### src/rtl/muller_c_proj_formal_wrap.sv
// Clocked Muller C-element array: three 2-input elements on io_in plus a 3-input agreement element.
// Define FORMAL_PROPS_EN to compile the assertion/cover properties; ports and behaviour are unchanged.
module muller_c_proj_formal_wrap #(
  parameter logic RESET_VAL = 1'b0,
  parameter int   CNT_W     = 8
) (
  input  logic               clk,
  input  logic               rst_n,
  input  logic [5:0]         io_in,
  output logic [2:0]         c_out,
  output logic               c_all,
  output logic [3*CNT_W-1:0] tog_cnt,
  output logic               fault
);

  logic [2:0]       c_q, c_d;
  logic             call_q, call_d;
  logic [CNT_W-1:0] cnt_q [3];
  logic [CNT_W-1:0] cnt_d [3];
  logic             fault_q, fault_d;

  function automatic logic c_elem2(input logic a, input logic b, input logic c);
    return (a & b) | (c & (a | b));
  endfunction

  function automatic logic [CNT_W-1:0] sat_inc(input logic [CNT_W-1:0] v);
    return (v == {CNT_W{1'b1}}) ? v : v + CNT_W'(1);
  endfunction

  always_comb begin
    c_d     = c_q;
    fault_d = fault_q;
    for (int i = 0; i < 3; i++) begin
      c_d[i]   = c_elem2(io_in[2*i], io_in[2*i+1], c_q[i]);
      cnt_d[i] = (c_d[i] != c_q[i]) ? sat_inc(cnt_q[i]) : cnt_q[i];
      // A state change while the inputs disagree means the hold rule was violated.
      if ((c_d[i] != c_q[i]) && (io_in[2*i] != io_in[2*i+1]))
        fault_d = 1'b1;
    end
    call_d = (&c_q) | (call_q & (|c_q));
  end

  always_ff @(posedge clk or negedge rst_n) begin
    if (!rst_n) begin
      c_q     <= {3{RESET_VAL}};
      call_q  <= RESET_VAL;
      fault_q <= 1'b0;
      for (int i = 0; i < 3; i++) cnt_q[i] <= '0;
    end else begin
      c_q     <= c_d;
      call_q  <= call_d;
      fault_q <= fault_d;
      for (int i = 0; i < 3; i++) cnt_q[i] <= cnt_d[i];
    end
  end

  assign c_out = c_q;
  assign c_all = call_q;
  assign fault = fault_q;

  for (genvar g = 0; g < 3; g++) begin : g_cnt
    assign tog_cnt[g*CNT_W +: CNT_W] = cnt_q[g];
  end

`ifdef FORMAL_PROPS_EN
  for (genvar g = 0; g < 3; g++) begin : g_props
    a_hold_on_disagree : assert property (@(posedge clk) disable iff (!rst_n)
      (io_in[2*g] != io_in[2*g+1]) |=> $stable(c_out[g]));
    a_cnt_monotonic : assert property (@(posedge clk) disable iff (!rst_n)
      1'b1 |=> (tog_cnt[g*CNT_W +: CNT_W] >= $past(tog_cnt[g*CNT_W +: CNT_W])));
    c_rise : cover property (@(posedge clk) disable iff (!rst_n) $rose(c_out[g]));
    c_fall : cover property (@(posedge clk) disable iff (!rst_n) $fell(c_out[g]));
  end
  a_no_fault : assert property (@(posedge clk) disable iff (!rst_n) !fault);
  c_all_high : cover property (@(posedge clk) disable iff (!rst_n) c_all);
`endif

endmodule

### config.mk
export PLATFORM = sky130hd
export DESIGN_NAME = muller_c_proj_formal_wrap
export DESIGN_NICKNAME = d
export VERILOG_FILES = /design/src/rtl/muller_c_proj_formal_wrap.sv
export SDC_FILE = /design/constraint.sdc
export NUM_CORES = 1
export LEC_CHECK = 0
export CAP_MARGIN = 20
export CORE_MARGIN = 2
export CORE_UTILIZATION = 46
export CTS_BUF_LIST = sky130_fd_sc_hd__clkbuf_8
export CTS_CLUSTER_SIZE = 30
export DETAILED_ROUTE_END_ITERATION = 7
export PLACE_DENSITY = 0.88
export RECOVER_POWER = 100
export SLEW_MARGIN = 30
export SYNTH_ARGS = -nofsm -noshare
export SYNTH_HDL_FRONTEND = slang
export SYNTH_SLANG_ARGS = --single-unit
export TNS_END_PERCENT = 100
### constraint.sdc
create_clock -name clk -period 1.5 [get_ports clk]
set_input_delay 0.225 -clock clk [delete_from_list [all_inputs] [get_ports clk]]
set_output_delay 0.225 -clock clk [all_outputs]
set_load 0.005 [all_outputs]
### After elaboration in Yosys (flattened, before gate mapping)

Index checks and enable logic that the tools add are counted.

* add/subtract/negate cells: 3
* equal/unequal tests: 9
* multiplexer cells: 3
* bitwise logic cells: 17
* reductions and logical operators: 9

Operators with widths (count)
* adder 8 x 1 -> 8 bit, second input constant: 3
* equality test 8 bit, second input constant: 3
* bitwise AND 1 bit: 7
* bitwise OR 1 bit: 7
* != test 1 bit: 6
* AND reduction 2 bit: 3
* logical AND 1 bit: 3
* two-way mux 1 bit: 3
* inverter 1 bit: 3
* AND reduction 3 bit: 1
* nonzero test 3 bit: 1
* OR reduction 3 bit: 1

* register bits: 29
* input bits: 8
* output and inout port bits: 29

### Depth between registers and ports, before layout

Gate-level depths: netlist of run 1.

* depth after elaboration: 8
* depth in mapped cells: 7
* depth with buffers taken out: 6

### Worst setup path before layout of run 1

No wires, ideal clock.

* kind: register to register
* start point: register c_q[2] (netlist: c_out[2])
* end point: register cnt_q, in the netlist tog_cnt[22]
* library setup time: 0.125 ns
* arrival: 1.379 ns
* data required time: 1.375 ns
* slack: -0.004 ns
* cell stages (with the launch flop): 6
* clock period less this slack: 1.504 ns
* path through: dfrtp_1 -> and3b_1 -> or2_1 -> buf_6 -> nor3b_2 -> mux2_4

* word-level cells in the longest chain between the ends: 4

Ends and longest elaborated chain
* from (decl): line 16 `logic [2:0] c_q, c_d;`
* from (signal assigned): line 45 `c_q <= {3{RESET_VAL}};`
* bitwise AND 1 bit: line 23 `return (a & b) | (c & (a | b));`
* bitwise OR 1 bit: line 23
* != test 1 bit (*): line 35 `cnt_d[i] = (c_d[i] != c_q[i]) ? sat_inc(cnt_q[i]) : cnt_q[i];`
* AND reduction 2 bit (no line) (*)
* to (decl): line 18 `logic [CNT_W-1:0] cnt_q [3];`

Every way passes the cells marked *; elsewhere a longest branch is shown, timed or not.
A chain may end at the register's enable or synchronous reset.

### Final worst setup path of run 1

* start point: register c_q[0] (netlist: c_out[0])
* end point: output c_out[0]

RTL lines
* to (decl): line 10 `output logic [2:0] c_out,`

No word-level cell between the ends.

==> run_results.csv, run 1 <==
group,metric,value,unit
outcome,status,"finished clean",
sta,fin_ws,21.8,ps
clock_network,clockRootBuffer,"clkbuf_8",
detailed_routing,vias,1312,
sta,setup_viol,0,
clock_network,clk_pin_slew,60,ps
sta,hold_viol_final,0,
sta,post-route-min-period,1480,ps
logic_synthesis,syn_inst,142,
final_layout,utilization,74.2,%
detailed_routing,dr.pass1.iters,4,
logic_synthesis,synth-edff-count,0,
clock_network,cts_tree,"yes",
power_and_ir_drop,pwr-share-clk,20.9,%
setup_path,path_cells,"buf_4, clkdlybuf4s50_1",
detailed_routing,drc,0,
detailed_routing,route.antenna.remaining_nets,0,
setup_path,critical_path_required,1270,ps
final_layout,drive_gt1_share,29.0,%
setup_path,worst_path_max_delay_cell,"clkdlybuf4s50_1",
logic_synthesis,synth_top_area_share,47.8,%
floorplanning,fp.dieW,61.4,um
power_and_ir_drop,max-vdd-ir-drop,1.11,mV
final_layout,stdcell_area,2300,sq um
global_routing,grt_pass1_wl,5430,um
logic_synthesis,synth_area_leaders,"dfrtp_1 48%, ha_1 7.4%, xnor2_1 4.0%",
power_and_ir_drop,comb_power_share,39.7,%
placement,place_area,2030,sq um
power_and_ir_drop,intPower,2.31,mW
logic_synthesis,async_flop_share,100,%
clock_network,htreeDepth,2,
sta,fin_setup_tns,0,ps
power_and_ir_drop,leakagePower,1.10,nW
logic_synthesis,synth_flop_cell,"dfrtp_1",
clock_network,hold_buffers,0,
setup_path,cp-start-kind,"flop",
detailed_routing,wl_per_cell,13.9,um
global_routing,gr-total-overflow,0,
setup_path,max_stage_delay,490,ps
logic_synthesis,yosys_warnings,0,
sta,rsz0062_at_grt,"yes",
setup_path,critPathBufInv,2,
logic_synthesis,synthesis.nets,159,
sta,whs,456,ps
detailed_routing,post_drt_via_cell_ratio,5.17,
global_routing,grt_usage,20.1,%
floorplanning,num_io_pins,37,
floorplanning,dieArea,3770,sq um
placement,gp_congestion,0.857,
logic_synthesis,ys_seq_area_share,47.8,%
logic_synthesis,synth.distinct_cells,34,
final_layout,antenna_cells,0,
global_routing,antenna_found_initial,0,
floorplanning,core_area,3100,sq um
setup_path,path_delay_family,"buffers and inverters",
detailed_routing,totalWireLength,3530,um
placement,portBuffers,36,
final_layout,final_common_cell,"clkdlybuf4s50_1",
floorplanning,fp-row-count,20,
clock_network,cts_buffers,5,
sta,fin_crit_sh,98.5,%
setup_path,cp.arrival,1250,ps
power_and_ir_drop,power.density,1490,nW/um^2
global_routing,grt_max_degree,30,
global_routing,grt_pass1_vias,1291,
final_layout,fin_nets,226,
detailed_routing,drt_iter0_markers,93,
min_path,hold_class,"in2reg",
placement,hpwl,2480,um
setup_path,crit_path_end_kind,"primary output",
setup_path,cp_max_fo,4,
sta,max_freq,676,MHz
clock_network,cts.sinks,29,
logic_synthesis,synth_area,1520,sq um
setup_path,crit_type,"reg2out",
power_and_ir_drop,p_total,3.43,mW
sta,tightest_slew,711,ps
floorplanning,fp.dieH,61.4,um
logic_synthesis,synth_seq_cells,29,
power_and_ir_drop,netSwitchingPower,1.12,mW
logic_synthesis,yosysTopAreaCell,"dfrtp_1",
sta,drv_slew,0,
power_and_ir_drop,power_frac_seq,39.4,%
placement,dp_slack,-492,ps
clock_network,worstSkewPairLatency,280,ps
final_layout,final_cell_mix,"25 x clkdlybuf4s50_1, 22 x buf_4, 21 x dfrtp_1, 10 x inv_1, 9 x nor2_1",
placement,dp_cells,235,
power_and_ir_drop,p_sw_share,32.7,%
sta,finalClockSkew,4.37,ps
floorplanning,start_util,48.9,%
sta,max_slew_margin,52.6,%
clock_network,clock_path_buffers,2,
logic_synthesis,avgSynthCellArea,10.7,sq um
run,cap_violations,0,
final_layout,syn_to_final_growth,51.7,%
final_layout,finalNonFillerCells,254,
[Yosys cell counts (2+ instances only)]
cell type	instances
dfrtp_1	29
inv_1	10
nor2_1	10
ha_1	9
nand3_1	8
nand2_1	7
nand4_1	7
xnor2_1	7
xor2_1	6
a21oi_1	5
nand2b_1	4
nor2b_1	4
and3b_1	3
mux2_2	3
nor3_1	3
a21o_1	2
a31oi_1	2
and3_1	2
and4_1	2
mux2_1	2
mux2_4	2
o21ai_0	2
or2_1	2
[kinds of logic after synthesis]
logic type	after synthesis	share of synthesized area [%]
and+or+nand+nor	54	19.8
DFF	29	47.8
AOI/OAI and AO/OA	19	8.57
xor gates and xnor gates	13	7.50
buffers and inverters	11	3.22
adders and majority gates	9	7.42
muxes	7	5.69
[layer usage]
layer  global-route usage [%]  up-vias  routed length (um)
met2                     35.3       41                1800
met1                     22.0      630                1490
met4                     10.0        0                  99
met3                     6.09       10                 150
met5                        0        -                   0
li1                         -      631                   -
[power by group through the flow]
stage / sequential, mW / clock, mW / combinational, mW
after floorplan: 1.32 / 0 / 0.466
after global placement: 1.31 / 0 / 1.17
after detailed placement: 1.34 / 0 / 1.22
after CTS: 1.33 / 0.720 / 1.30
after global routing: 1.39 / 0.767 / 1.50
final: 1.35 / 0.717 / 1.36
[area by class of cell]
cell class | count | area (sq um)
well taps | 44 | 55.1
repair buffers | 61 | 552
clock inverters | 1 | 5.00
multi-input cells | 102 | 821
fillers | 237 | 801
flip-flops and latches | 29 | 736
inverters | 10 | 37.5
clock buffers | 7 | 96.3
[worst paths after layout]
check                                   startpoint                 endpoint  slack (ps)  cells past startpoint
worst max-delay path            c_out[0]$_DFF_PN0_                 c_out[0]          20                      2
worst min-delay path                      io_in[1]       c_out[0]$_DFF_PN0_         460                      3
worst max register to register  c_out[0]$_DFF_PN0_   tog_cnt[6]$_DFFE_PN0P_          30                      5
worst min register to register   fault$_DFFE_PN0P_        fault$_DFFE_PN0P_         480                      2
max in group asynchronous                    rst_n  tog_cnt[11]$_DFFE_PN0P_         480                      2
min in group asynchronous                    rst_n  tog_cnt[19]$_DFFE_PN0P_         520                      2
[sequential cells by signal (all words and copies together), names as in the netlist]
signal   cells
c_all        1
c_out        3
tog_cnt     24
fault        1
[worst register-to-register path: cells and delay by family (launching register included)]
| family | cells | cell delay, ps |
|---|---|---|
| flops | 1 | 380 |
| mux | 1 | 300 |
| buf+inv | 1 | 140 |
| simple gates | 3 | 540 |
[what timing repair did]
action / 4_1_cts / 5_1_grt
endpoints found under the setup margin: 26 / 21
resized for setup: 20 / 17
setup buffers: 4 / 7
pin swaps: 9 / 0
cloned: 0 / 0
(Power assumes the default switching activity.)
==> run 2, diff against run 1 <==
- SLEW_MARGIN: 30 -> default
==> results of run 2 <==
Final layout, timing and power as in run 1 (identical DEF).
==> run 3, diff against run 2 <==
- CORE_UTILIZATION: 46 -> 30
- PLACE_DENSITY: 0.88 -> 0.65
- SETUP_SLACK_MARGIN: default -> 0.1
==> run 3 against run 2 <==
Net effect: sequential share of layout area is 1.9 points lower; critical path depth is 1 lower; clock skew hardly changed; sequential cell count stayed put; count of clock-buffer cells in the layout is 1 lower; largest power group unchanged.
==> run_results.csv, run 3 (synthesis results as in run 1) <==
group,metric,value,unit
placement,gp_congestion,0.763,
detailed_routing,vias,1357,
final_layout,finalNonFillerCells,297,
detailed_routing,drc,0,
floorplanning,fp.dieH,75.1,um
power_and_ir_drop,intPower,2.37,mW
floorplanning,core_area,4790,sq um
detailed_routing,wl_per_cell,12.7,um
floorplanning,fp-row-count,25,
final_layout,drive_gt1_share,34.8,%
floorplanning,fp.dieW,75.1,um
setup_path,critPathBufInv,1,
setup_path,crit_type,"reg2out",
sta,finalClockSkew,3.94,ps
min_path,hold_class,"in2reg",
setup_path,cp_num_cells,1,
global_routing,grt_pass1_vias,1328,
setup_path,cp_max_fo,2,
setup_path,max_stage_delay,580,ps
setup_path,endpoint,"tog_cnt[21]",
setup_path,critical_path_required,1270,ps
setup_path,r2r_cells,4,
final_layout,final-seq-area,733,sq um
final_layout,antenna_cells,0,
detailed_routing,post_drt_via_cell_ratio,4.57,
clock_network,cts.sinks,29,
setup_path,cp-start-kind,"flop",
floorplanning,start_util,31.7,%
final_layout,syn_to_final_growth,60.5,%
detailed_routing,drt_iter0_markers,13,
power_and_ir_drop,comb_power_share,48.6,%
global_routing,gr-total-overflow,0,
setup_path,startpoint,"tog_cnt[21]$_DFFE_PN0P_",
global_routing,antenna_found_initial,0,
clock_network,cts_tree,"yes",
setup_path,path_cells,"dlygate4sd3_1",
sta,setup_viol,0,
final_layout,fin_nets,247,
clock_network,clock_path_buffers,2,
sta,fin_ws,55.5,ps
sta,max_slew_margin,51.8,%
detailed_routing,route.antenna.remaining_nets,0,
placement,dp_slack,-482,ps
min_path,hold_path_startpoint,"io_in[5]",
power_and_ir_drop,power.density,1450,nW/um^2
outcome,status,"finished clean",
sta,drv_slew,0,
setup_path,worst_path_max_delay_cell,"dlygate4sd3_1",
placement,dp_cells,263,
sta,tightest_slew,722,ps
sta,rsz0062_at_grt,"yes",
final_layout,final_cell_mix,"33 x buf_4, 23 x dfrtp_1, 14 x dlygate4sd2_1, 12 x clkdlybuf4s50_1, 10 x inv_1",
power_and_ir_drop,p_sw_share,32.9,%
clock_network,clockRootBuffer,"clkbuf_8",
clock_network,clk_pin_slew,60,ps
placement,portBuffers,36,
power_and_ir_drop,netSwitchingPower,1.16,mW
final_layout,n_fill_cell,459,
final_layout,final_common_cell,"buf_4",
setup_path,path_delay_family,"buffers and inverters",
setup_path,reg2reg_to,"tog_cnt[22]$_DFFE_PN0P_",
clock_network,htreeDepth,2,
power_and_ir_drop,power_frac_seq,33.8,%
sta,post-route-min-period,1440,ps
sta,max_freq,692,MHz
run,cap_violations,0,
floorplanning,num_io_pins,37,
global_routing,grt_pass1_wl,5930,um
setup_path,cp.arrival,1220,ps
sta,fin_crit_sh,96.3,%
global_routing,grt_usage,13.9,%
sta,hold_viol_final,0,
placement,hpwl,2510,um
power_and_ir_drop,pwr-share-clk,17.6,%
setup_path,r2r_start,"c_out[2]$_DFF_PN0_",
final_layout,largest_reg_flops,24,
global_routing,grt_max_degree,30,
final_layout,multi_input_area,856,sq um
detailed_routing,dr.pass1.iters,4,
setup_path,rrSetupSlack,80,ps
sta,whs,354,ps
setup_path,crit_path_end_kind,"primary output",
power_and_ir_drop,max-vdd-ir-drop,0.990,mV
floorplanning,dieArea,5640,sq um
power_and_ir_drop,leakagePower,1.12,nW
clock_network,worstSkewPairLatency,270,ps
detailed_routing,totalWireLength,3770,um
power_and_ir_drop,p_total,3.53,mW
clock_network,cts_buffers,5,
-- run 3: cell types whose count changed in the layout (fill, tap and decap cells not counted), sizes merged --
cell,change
clkdlybuf4s50,-13
dlygate4sd3,+1
dlymetal6s2s,-4
inv,+1
clkbuf,+12
clkinv,-1
clkdlybuf4s25,+6
buf,+10
dlygate4sd2,+8
-- run 3: power groups by stage --
stage	clock (mW)	sequential, mW	combinational (mW)
global placement	0	1.30	1.30
CTS	0.649	1.19	1.72
global route	0.686	1.22	1.87
floorplan	0	1.32	0.466
finish	0.620	1.19	1.72
detailed placement	0	1.31	1.34
-- run 3: stage by stage --
stage | util, % | setup TNS (ps) | cell area [sq um]
4_1_cts | 50.4 | 0 | 2410
2_1_floorplan | - | 0 | 1520
6_report | 50.9 | 0 | 2440
3_3_place_gp | 43.8 | -8630 | 2100
3_5_place_dp | 43.8 | -9090 | 2100
5_1_grt | 50.9 | 0 | 2440
-- run 3: area by class of cell --
class / instances / share of cell area [%]
Clock buffer: 6 / 3.39
Clock inverter: 1 / 0.154
Inverter: 10 / 1.54
Multi-Input combinational cell: 102 / 35.1
Sequential cell: 29 / 30.1
Tap cell: 67 / 3.44
Timing Repair Buffer: 82 / 26.2
-- run 3: worst min-delay path by stage --
stage | cells after the start | end
after floorplan | 0 | c_all$_DFF_PN0_
after global placement | 2 | fault$_DFFE_PN0P_
after detailed placement | 2 | fault$_DFFE_PN0P_
after CTS | 2 | tog_cnt[21]$_DFFE_PN0P_
after global routing | 3 | c_out[2]$_DFF_PN0_
final | 3 | c_out[2]$_DFF_PN0_
-- run 3: worst register-to-register path, cell delays in order (launching register included) --
cell	delay, ps
dfrtp_1	390
and3b_2	210
or2_4	240
nor3b_2	170
mux2_4	290
-- run 3: timing repair --
| item | 4_1_cts | 5_1_grt |
|---|---|---|
| resized for setup | 38 | 34 |
| setup buffers | 24 | 3 |
| hold buffers | 0 | 0 |
| endpoints found under the setup margin | 53 | 23 |
| pin swaps | 5 | 13 |
-- run 3: per-layer routing --
metal	up-vias	share of wire (%)	GRT usage [%]
li1	678	-	-
met1	652	41	16.8
met2	23	54	24.4
met3	4	4.3	3.61
met4	0	0.95	3.57
met5	-	0	0
